[config.mk]
export PLATFORM = sky130hd
export DESIGN_NAME = divu_sequencer
export DESIGN_NICKNAME = d
export VERILOG_FILES = /design/src/rtl/divu_sequencer.sv
export SDC_FILE = /design/constraint.sdc
export NUM_CORES = 1
export LEC_CHECK = 0
export CORE_MARGIN = 8
export CORE_UTILIZATION = 50
export DETAILED_ROUTE_END_ITERATION = 10
export PLACE_DENSITY_LB_ADDON = 0.2
export SLEW_MARGIN = 5
export SYNTH_ARGS = -nofsm -noshare
export SYNTH_HDL_FRONTEND = slang
export SYNTH_SLANG_ARGS = --single-unit
[constraint.sdc]
create_clock -name clk_i -period 4 [get_ports clk_i]
set_clock_uncertainty 0.15 [all_clocks]
set_input_delay 0.6 -clock clk_i [delete_from_list [all_inputs] [get_ports clk_i]]
set_output_delay 0.6 -clock clk_i [all_outputs]
set_load 0.05 [all_outputs]
[src/rtl/divu_sequencer.sv]
// rtl/divu_sequencer.sv - DIVU sequencer: operand latch, divider start/latency count, HI/LO capture, ID stall
module divu_sequencer #(
    parameter int WIDTH   = 32,
    parameter int LATENCY = 33
) (
    input  logic               clk_i,
    input  logic               rst_ni,
    input  logic               ex_divu_i,
    input  logic [WIDTH-1:0]   ex_rs_val_i,
    input  logic [WIDTH-1:0]   ex_rt_val_i,
    input  logic               id_mf_hi_i,
    input  logic               id_mf_lo_i,
    input  logic               id_divu_i,
    output logic               div_start_o,
    output logic [WIDTH-1:0]   div_a_o,
    output logic [WIDTH-1:0]   div_b_o,
    input  logic [2*WIDTH-1:0] div_result_i,
    output logic               stall_o,
    output logic               busy_o,
    output logic               hilo_we_o,
    output logic [WIDTH-1:0]   hi_o,
    output logic [WIDTH-1:0]   lo_o,
    output logic               dbz_o
);

    localparam int CW = (LATENCY > 1) ? $clog2(LATENCY) : 1;

    typedef enum logic [1:0] {
        S_IDLE  = 2'd0,
        S_RUN   = 2'd1,
        S_WRITE = 2'd2
    } state_t;

    state_t             state_q;
    logic [CW-1:0]      cnt_q;
    logic               div_start_q;
    logic [WIDTH-1:0]   div_a_q;
    logic [WIDTH-1:0]   div_b_q;
    logic               hilo_we_q;
    logic [WIDTH-1:0]   hi_q;
    logic [WIDTH-1:0]   lo_q;
    logic               dbz_q;
    logic               can_accept;
    logic               id_dep;

    assign can_accept = (state_q == S_IDLE) || (state_q == S_WRITE);
    assign id_dep     = id_mf_hi_i | id_mf_lo_i | id_divu_i;

    // WRITE can take a new DIVU, so a dependent ID instruction must also wait behind an accept.
    assign stall_o = id_dep & ((state_q == S_RUN) | (can_accept & ex_divu_i));
    assign busy_o  = (state_q == S_RUN) || (state_q == S_WRITE);

    always_ff @(posedge clk_i or negedge rst_ni) begin
        if (!rst_ni) begin
            state_q     <= S_IDLE;
            cnt_q       <= '0;
            div_start_q <= 1'b0;
            div_a_q     <= '0;
            div_b_q     <= '0;
            hilo_we_q   <= 1'b0;
            hi_q        <= '0;
            lo_q        <= '0;
            dbz_q       <= 1'b0;
        end else begin
            div_start_q <= 1'b0;
            hilo_we_q   <= 1'b0;
            case (state_q)
                S_IDLE, S_WRITE: begin
                    if (ex_divu_i) begin
                        if (ex_rt_val_i != '0) begin
                            div_a_q     <= ex_rs_val_i;
                            div_b_q     <= ex_rt_val_i;
                            cnt_q       <= CW'(LATENCY - 1);
                            div_start_q <= 1'b1;
                            state_q     <= S_RUN;
                        end else begin
                            // Zero divisor never reaches the divider: HI keeps the dividend, LO saturates.
                            hi_q      <= ex_rs_val_i;
                            lo_q      <= '1;
                            dbz_q     <= 1'b1;
                            hilo_we_q <= 1'b1;
                            state_q   <= S_WRITE;
                        end
                    end else begin
                        state_q <= S_IDLE;
                    end
                end
                S_RUN: begin
                    if (cnt_q == '0) begin
                        hi_q      <= div_result_i[2*WIDTH-1:WIDTH];
                        lo_q      <= div_result_i[WIDTH-1:0];
                        hilo_we_q <= 1'b1;
                        state_q   <= S_WRITE;
                    end else begin
                        cnt_q <= cnt_q - 1'b1;
                    end
                end
                default: state_q <= S_IDLE;
            endcase
        end
    end

    assign div_start_o = div_start_q;
    assign div_a_o     = div_a_q;
    assign div_b_o     = div_b_q;
    assign hilo_we_o   = hilo_we_q;
    assign hi_o        = hi_q;
    assign lo_o        = lo_q;
    assign dbz_o       = dbz_q;

endmodule

Word-level counts from Yosys, hierarchy flattened
Index checks and enable logic that the tools add are counted.
Widths: inputs -> output; s select.
{"block": "classes", "n_addsub": 1, "eq_ne": 7, "order_cmp": 0, "n_mul": 0, "div": 0, "bitwise": 6, "n_reduce_logical": 11, "n_mux": 23, "n_shift": 0}
{"cell": "$mux 32", "n": 6}
{"cell": "$pmux 32 s2", "n": 2}
{"cell": "$reduce_bool 32->1", "n": 1}
{"cell": "$mux 6", "n": 3}
{"cell": "$pmux 6 s2", "n": 1}
{"cell": "$ne 2x2->1 const B", "n": 4}
{"cell": "$reduce_and 4->1", "n": 2}
{"cell": "$logic_not 6->1", "n": 1}
{"cell": "$mux 1", "n": 6}
{"cell": "$mux 2", "n": 3}
{"cell": "$reduce_and 3->1", "n": 2}
{"cell": "$sub 6x1->6 const B", "n": 1}
{"cell": "$pmux 2 s2", "n": 1}
{"cell": "$or 1x1->1", "n": 3}
{"cell": "$and 1x1->1", "n": 2}
{"cell": "$eq 2x1->1 const B", "n": 1}
{"cell": "$eq 2x2->1 const B", "n": 1}
{"cell": "$logic_not 2->1", "n": 1}
{"cell": "$logic_or 1x1->1", "n": 2}
{"cell": "$ne 2x1->1 const B", "n": 1}
{"cell": "$pmux 1 s2", "n": 1}
{"cell": "$reduce_bool 2->1", "n": 1}
{"cell": "$reduce_or 2->1", "n": 1}
{"cell": "$not 1->1", "n": 1}
{"block": "totals", "ff_bits": 139, "output_inout_bits": 133, "in_bits": 134, "elab_cells": 57, "rom_bits": 0, "latch_bits": 0, "mem_bits_rw": 0, "n_memories": 0}

Logic depth before layout (Yosys ltp)
Gate-level depths: netlist of run 1.
{"block": "logic_depth", "ltp_word": 5, "mapped_depth": 10}

Least setup slack after synthesis of run 1
Ideal clock, no wire load.
{"block": "synth_timing", "kind": "in2reg", "start": "input ex_rt_val_i[24]", "end": "register div_a_q[10] (netlist: div_a_o[10])", "required_ns": 3.723, "setup_ns": 0.127, "stages": 7, "t_arrival_ns": 2.253, "path_slack_ns": 1.469, "n_path_buf": 2, "cell_sequence": "nor4_1 -> nand2_1 -> or4_4 -> and3_1 -> buf_4 -> buf_6 -> mux2_1"}
{"block": "synth_via", "elab_chain_cells": 2}
{"element": "start, declared", "line_no": "10", "source": "input logic [WIDTH-1:0] ex_rt_val_i,"}
{"element": "$reduce_bool 32->1", "line_no": "70", "source": "if (ex_rt_val_i != '0) begin"}
{"element": "$reduce_and 3->1 (no line)"}
{"element": "end signal, assigned", "line_no": "71", "source": "div_a_q <= ex_rs_val_i;"}
{"element": "end, declared", "line_no": "37", "source": "logic [WIDTH-1:0] div_a_q;"}
No other way between the ends.
A chain may end at the register's enable or synchronous reset.

Final worst setup path of run 1
{"block": "layout_timing", "start": "register state_q[0]", "end": "output stall_o"}
{"block": "layout_via", "elab_chain_cells": 5, "word_cells_on_any_way": 7, "cone_classes": "eq/ne (2); bitwise (3); reduce/logical (2)"}
{"element": "start, declared", "line_no": "34", "source": "state_t state_q;"}
{"element": "start signal, assigned", "line_no": "55", "source": "state_q <= S_IDLE;"}
{"element": "start signal, assigned", "line_no": "75", "source": "state_q <= S_RUN;"}
{"element": "start signal, assigned", "line_no": "82", "source": "state_q <= S_WRITE;"}
{"element": "$eq 2x2->1 or $logic_not 2->1 (tied branches)", "line_no": "46", "source": "assign can_accept = (state_q == S_IDLE) || (state_q == S_WRITE);"}
{"element": "$logic_or 1x1->1", "line_no": "46"}
{"element": "$and 1x1->1", "line_no": "50", "source": "assign stall_o = id_dep & ((state_q == S_RUN) | (can_accept & ex_divu_i));"}
{"element": "$or 1x1->1 *", "line_no": "50"}
{"element": "$and 1x1->1 *", "line_no": "50"}
{"element": "end, declared", "line_no": "18", "source": "output logic stall_o,"}
Mark *: on every way between the ends. The rest lies on a longest branch, timed or not.

==> results of run 1 <==
==> flip-flops by register name, indices dropped and copies added (netlist names) <==
signal       cells
dbz_o            1
lo_o            32
div_b_o         32
state_q          2
cnt_q            6
hilo_we_o        1
div_start_o      1
hi_o            32
div_a_o         32
==> power by group through the flow <==
| stage | sequential, W | combinational [W] | clock [W] |
|---|---|---|---|
| 3_3_place_gp | 0.00248 | 0.00627 | 0 |
| 5_1_grt | 0.00261 | 0.00677 | 0.00150 |
| 4_1_cts | 0.00252 | 0.00644 | 0.00144 |
| 6_report | 0.00253 | 0.00640 | 0.00142 |
| 3_5_place_dp | 0.00253 | 0.00642 | 0 |
| 2_1_floorplan | 0.00445 | 0.00242 | 0 |
==> cell usage in the layout, fill, tap and decap left out, types with 2 or more instances in the layout <==
cell             Yosys  final
clkbuf_1            48      3
ha_1                 6      5
o21a_1               2      2
or4_1               64     64
clkinv_2             0      6
buf_4                1      9
clkbuf_16            0     17
or3_1                2      2
o211ai_1            66     66
mux2_2              30     30
clkbuf_8             0      3
nor3_1               2      2
nand2_1              6      6
nor4_1               9      9
nand2b_1             4      3
clkdlybuf4s50_1      0    265
dfrtp_1            139    138
inv_1                5      5
buf_12               0      2
clkinvlp_4           0      2
o2bb2ai_1            2      2
mux2_1              35     35
nor2_1             101    101
nand3_1             66     66
o221ai_1             2      2
mux2i_1             98     98
==> cells by family after synthesis <==
logic type	synth area share
simple gates	0.177
flops	0.456
mux	0.225
buf+inv	0.0515
compound gates	0.0815
fa+ha+maj	0.00984
==> final cells by class <==
| cell class | instances | area, µm² | share of cell area |
|---|---|---|---|
| tap | 188 | 235 | 0.0217 |
| sequential | 139 | 3480 | 0.322 |
| timing repair buffer | 277 | 2770 | 0.256 |
| multi-input combinational | 509 | 3790 | 0.350 |
| clock buffer | 23 | 478 | 0.0442 |
| clock inverter | 8 | 45.0 | 0.00416 |
| inverter | 6 | 22.5 | 0.00208 |
==> path summary, 6_finish.rpt <==
check,from,to,cells after the start
hold reg to reg,dbz_o,dbz_o,1
max in group asynchronous,rst_ni,div_b_o[27],2
setup / recovery,state_q[0],stall_o,4
setup reg to reg,state_q[0],lo_o[12],7
hold / removal,rst_ni,lo_o[9],1
min in group clk_i,dbz_o,dbz_o,1
==> metrics by stage <==
step | instances | util | setup slack (ns)
final | 1150 | 0.720 | 0.768
after global routing | 1150 | 0.720 | 0.579
after CTS | 1150 | 0.720 | 0.746
after global placement | 1119 | 0.685 | 0.638
after detailed placement | 1119 | 0.685 | 0.628
after floorplan | 725 | - | 1.47
==> routing by layer <==
metal,track usage,routed length [µm],up-vias
li1,-,-,3141
met1,0.275,9380,3295
met2,0.401,11400,250
met3,0.0971,2080,25
met4,0.0739,437,0
met5,0,0,-
==> worst max-delay path, cell delays in order, from the launching register on <==
cell	delay [ns]
dfrtp_4	0.76
inv_1	0.16
a21boi_0	0.34
nor2_1	0.10
clkdlybuf4s50_1	0.71
==> flow_metrics.env, run 1 <==
export IMPL_outcome="finished clean"
export IMPL_yosys_top_cells_count="dfrtp_1, nor2_1, mux2i_1"
export IMPL_insertion_delay_ns=0.41
export IMPL_power_w=0.0103
export IMPL_hold_viol=0
export IMPL_p_per_area_mw_per_mm2=956
export IMPL_pwr_share_comb=0.618
export IMPL_crit_required_ns=3.25
export IMPL_ctsHtreeMaxLevel=4
export IMPL_switching_share=0.496
export IMPL_design_area_mm2=0.0108
export IMPL_ys_types=37
export IMPL_synth_most_common_cell="dfrtp_1"
export IMPL_fillCellCount=1077
export IMPL_hpwl_um=16100
export IMPL_critPathMaxFanout=57
export IMPL_coreArea_mm2=0.0150
export IMPL_cp_end_kind="output pin"
export IMPL_synth_fp_nets=865
export IMPL_fin_setup_tns_ns=0
export IMPL_overflow=0
export IMPL_nets=1090
export IMPL_fp_row_count=45
export IMPL_clk_path_buf_depth=2
export IMPL_post_cts_resized=0
export IMPL_max_slew_worst_pin_slew_ns=1.24
export IMPL_peakVddDrop_v=0.000671
export IMPL_p_switching_w=0.00513
export IMPL_dpl_cell_area_mm2=0.0103
export IMPL_relSlewSlack=0.172
export IMPL_synth_top_area_frac=0.456
export IMPL_synth_top_area_cell="dfrtp_1"
export IMPL_synth_edf_count=0
export IMPL_firstDrtPassIters=5
export IMPL_reg2reg_slack_ns=0.79
export IMPL_drtAntennaViolNets=0
export IMPL_post_cts_buffers=0
export IMPL_pin_count=267
export IMPL_routed_via_count=6711
export IMPL_worst_hold_slack_ns=0.148
export IMPL_diodes=0
export IMPL_final_setup_viol_count=0
export IMPL_wl_per_cell_um=20.3
export IMPL_grt_pass1_vias=7112
export IMPL_post_route_period_util=0.808
export IMPL_cts_tree="done"
export IMPL_wirelength_um=23300
export IMPL_die_area_mm2=0.0195
export IMPL_port_buffers=266
export IMPL_die_width_um=140
export IMPL_p_int_w=0.00521
export IMPL_clkTransAtPathRegs_ns=0.06
export IMPL_layout_min_cycle_time_ns=3.23
export IMPL_grtUsageTotal=0.240
export IMPL_postCtsHoldBufs=0
export IMPL_clkPwrFrac=0.137
export IMPL_globalplace_congestion=0.847
export IMPL_cts_made_buffers=17
export IMPL_syn_area_mm2=0.00763
export IMPL_cts_sinks=139
export IMPL_postSynth_asyncResetShare=1.00
export IMPL_start_kind="register"
export IMPL_drv_cap=0
export IMPL_ys_top_cells_by_area="dfrtp_1, mux2i_1, o211ai_1, or4_1, mux2_1"
export IMPL_start_util=0.507
export IMPL_criticalPathCategory="register to output pin"
export IMPL_rsz0062_at_grt="no"
export IMPL_vias_per_cell=5.84
export IMPL_timing_fmax_ghz=0.309
export IMPL_cts_root_buf="clkbuf_16"
export IMPL_drt_iter0_markers=509
export IMPL_seqPwrFrac=0.245
export IMPL_syn2layout_area_growth_pct=41.9
export IMPL_grt_max_degree=127
export IMPL_antenna_found_initial=0
export IMPL_ys_seq_area_frac=0.456
export IMPL_drive_above_1_share=0.0811
export IMPL_leakage_nw=4.31
export IMPL_synth_cells=725
export IMPL_maxSlewViolCount=0
export IMPL_synth_ff_type="dfrtp_1"
export IMPL_postSynthRegisterBits=139
export IMPL_arrival_ns=2.48
export IMPL_fp_dieH_um=140
export IMPL_worstHoldPathType="input pin to async pin"
export IMPL_drc=0
export IMPL_avgSynthCellArea_um2=10.5
export IMPL_ys_warn_count=0
export IMPL_grt_pass1_wl_um=37900
No activity file was read; power rests on OpenSTA's default activity.
==> run 2: changes to the inputs <==
--- a/config.mk
+++ b/config.mk
@@ -6,7 +6,7 @@
 export NUM_CORES = 1
 export LEC_CHECK = 0
 export CORE_MARGIN = 8
-export CORE_UTILIZATION = 50
+export CORE_UTILIZATION = 46
 export DETAILED_ROUTE_END_ITERATION = 10
 export PLACE_DENSITY_LB_ADDON = 0.2
 export SLEW_MARGIN = 5
==> constraint.sdc (replaced) <==
create_clock -name clk_i -period 3.37 [get_ports clk_i]
set_clock_uncertainty 0.15 [all_clocks]
set_input_delay 0.5055 -clock clk_i [delete_from_list [all_inputs] [get_ports clk_i]]
set_output_delay 0.5055 -clock clk_i [all_outputs]
set_load 0.05 [all_outputs]
==> run 2 against run 1 <==
Effect of this change:
- register-to-register slack got worse by 0.08 ns
- non-clock buffer count rose by 9
- largest power group unchanged
- highest routed layer unchanged
- final area rose by 2.7%
- wire length fell by 2.5%
- total power rose by 23%
==> flow_metrics.env, run 2 (synthesized netlist as in run 1, its figures left out) <==
export IMPL_outcome="finished clean"
export IMPL_worstHoldPathType="register to register"
export IMPL_post_route_period_util=0.820
export IMPL_post_cts_resized=0
export IMPL_cp_slowest_cell="or4_1"
export IMPL_wl_per_cell_um=19.1
export IMPL_crit_required_ns=3.57
export IMPL_leakage_nw=4.43
export IMPL_hpwl_um=15800
export IMPL_slowest_delay_ns=0.60
export IMPL_r2r_cells=6
export IMPL_peakVddDrop_v=0.000759
export IMPL_hold_start="dbz_o"
export IMPL_reg2reg_slack_ns=0.71
export IMPL_arrival_ns=2.96
export IMPL_die_area_mm2=0.0210
export IMPL_drt_iter0_markers=355
export IMPL_dpl_cell_area_mm2=0.0104
export IMPL_cts_tree="done"
export IMPL_globalplace_congestion=0.810
export IMPL_max_slew_worst_pin_slew_ns=0.811
export IMPL_r2r_start="cnt_q[2]"
export IMPL_layout_min_cycle_time_ns=2.76
export IMPL_final_setup_viol_count=0
export IMPL_crit_family="simple AND/OR/NAND/NOR gates"
export IMPL_start_util=0.465
export IMPL_grt_pass1_vias=6678
export IMPL_clk_path_buf_depth=2
export IMPL_syn2layout_area_growth_pct=45.7
export IMPL_postCtsHoldBufs=1
export IMPL_critPathMaxFanout=136
export IMPL_ctsHtreeMaxLevel=4
export IMPL_drtAntennaViolNets=0
export IMPL_clkTransAtPathRegs_ns=0.06
export IMPL_nets=1099
export IMPL_wirelength_um=22700
export IMPL_grtUsageTotal=0.218
export IMPL_cp_end_kind="register"
export IMPL_vias_per_cell=5.55
export IMPL_maxSlewViolCount=0
export IMPL_start_kind="input pin"
export IMPL_grt_max_degree=137
export IMPL_cp_cell_sequence="clkdlybuf4s50_1 > nor4_1 > nand2_1 > or4_4 > buf_12 > or4_1 > nand3_1"
export IMPL_coreArea_mm2=0.0164
export IMPL_timing_fmax_ghz=0.362
export IMPL_multiInputGateArea_mm2=0.00379
export IMPL_rsz0062_at_grt="no"
export IMPL_power_w=0.0128
export IMPL_layout_commonest_cell="clkdlybuf4s50_1"
export IMPL_fin_setup_tns_ns=0
export IMPL_hold_depth=1
export IMPL_hold_viol=0
export IMPL_fp_row_count=47
export IMPL_final_cell_mix="clkdlybuf4s50_1, dfrtp_1, nor2_1, mux2i_1"
export IMPL_p_per_area_mw_per_mm2=1150
export IMPL_cts_root_buf="clkbuf_16"
export IMPL_cp_num_buf_inv=2
export IMPL_insertion_delay_ns=0.42
export IMPL_post_cts_buffers=0
export IMPL_overflow=0
export IMPL_criticalPathCategory="input pin to register"
export IMPL_routed_via_count=6615
export IMPL_drc=0
export IMPL_holdPathEnd="dbz_o"
export IMPL_grt_pass1_wl_um=36000
export IMPL_port_buffers=266
export IMPL_fp_dieH_um=145
export IMPL_diodes=0
export IMPL_die_width_um=145
export IMPL_relSlewSlack=0.459
export IMPL_worstReg2RegEnd="lo_o[22]"
export IMPL_design_area_mm2=0.0111
export IMPL_fillCellCount=1280
export IMPL_cts_made_buffers=17
export IMPL_antenna_found_initial=0
export IMPL_seq_area_mm2=0.00348
export IMPL_firstDrtPassIters=5
export IMPL_pin_count=267
export IMPL_cts_sinks=139
export IMPL_drive_above_1_share=0.0926
export IMPL_drv_cap=0
==> run 2: changes by cell type in the layout (fill, tap and decap cells not counted), sizes merged, moves of 3 or more <==
| cell | change |
|---|---|
| buf | +9 |
| clkinv | -5 |
| clkbuf | -4 |
| inv | +3 |
| bufinv | +6 |
==> run 2: worst max path at each step <==
stage | from | end | slack, ns | depth (start not counted)
2_1_floorplan | ex_rt_val_i[24] | div_a_o[10] | 0.93 | 7
4_1_cts | state_q[1] | busy_o | 0.63 | 3
6_report | ex_rt_val_i[25] | lo_o[22] | 0.61 | 7
3_3_place_gp | ex_rt_val_i[25] | div_a_o[11] | 0.26 | 7
5_1_grt | ex_rt_val_i[24] | lo_o[22] | 0.51 | 7
3_5_place_dp | ex_rt_val_i[25] | div_b_o[7] | 0.23 | 7
==> run 2: routing by layer <==
layer / vias up / global-route usage / part of all wire
met5: - / 0 / 0
met4: 0 / 0.0597 / 0.011
met3: 17 / 0.0840 / 0.096
met2: 230 / 0.341 / 0.48
met1: 3195 / 0.275 / 0.41
li1: 3173 / - / -
==> run 2: area by class of cell <==
class / instances / area share
clock buffer: 19 / 0.0399
clock inverter: 13 / 0.0214
tap: 220 / 0.0248
inverter: 6 / 0.00203
sequential: 139 / 0.313
timing repair buffer: 286 / 0.258
multi-input combinational: 509 / 0.341
==> run 2: stage by stage <==
step	hold slack, ns	setup slack (ns)	cells	util
after global placement	0.302	0.260	1159	0.635
after detailed placement	0.308	0.234	1159	0.635
after floorplan	0.0599	0.934	725	-
after CTS	0.328	0.628	1192	0.677
final	0.323	0.606	1192	0.677
after global routing	0.331	0.512	1192	0.677
==> run 2: where the power goes <==
part / leakage [nW] / switching [W] / internal (W)
combinational: 2.56 / 0.00485 / 0.00283
sequential: 1.55 / 0.000474 / 0.00243
clock: 0.321 / 0.000761 / 0.00142
total: 4.43 / 0.00609 / 0.00667
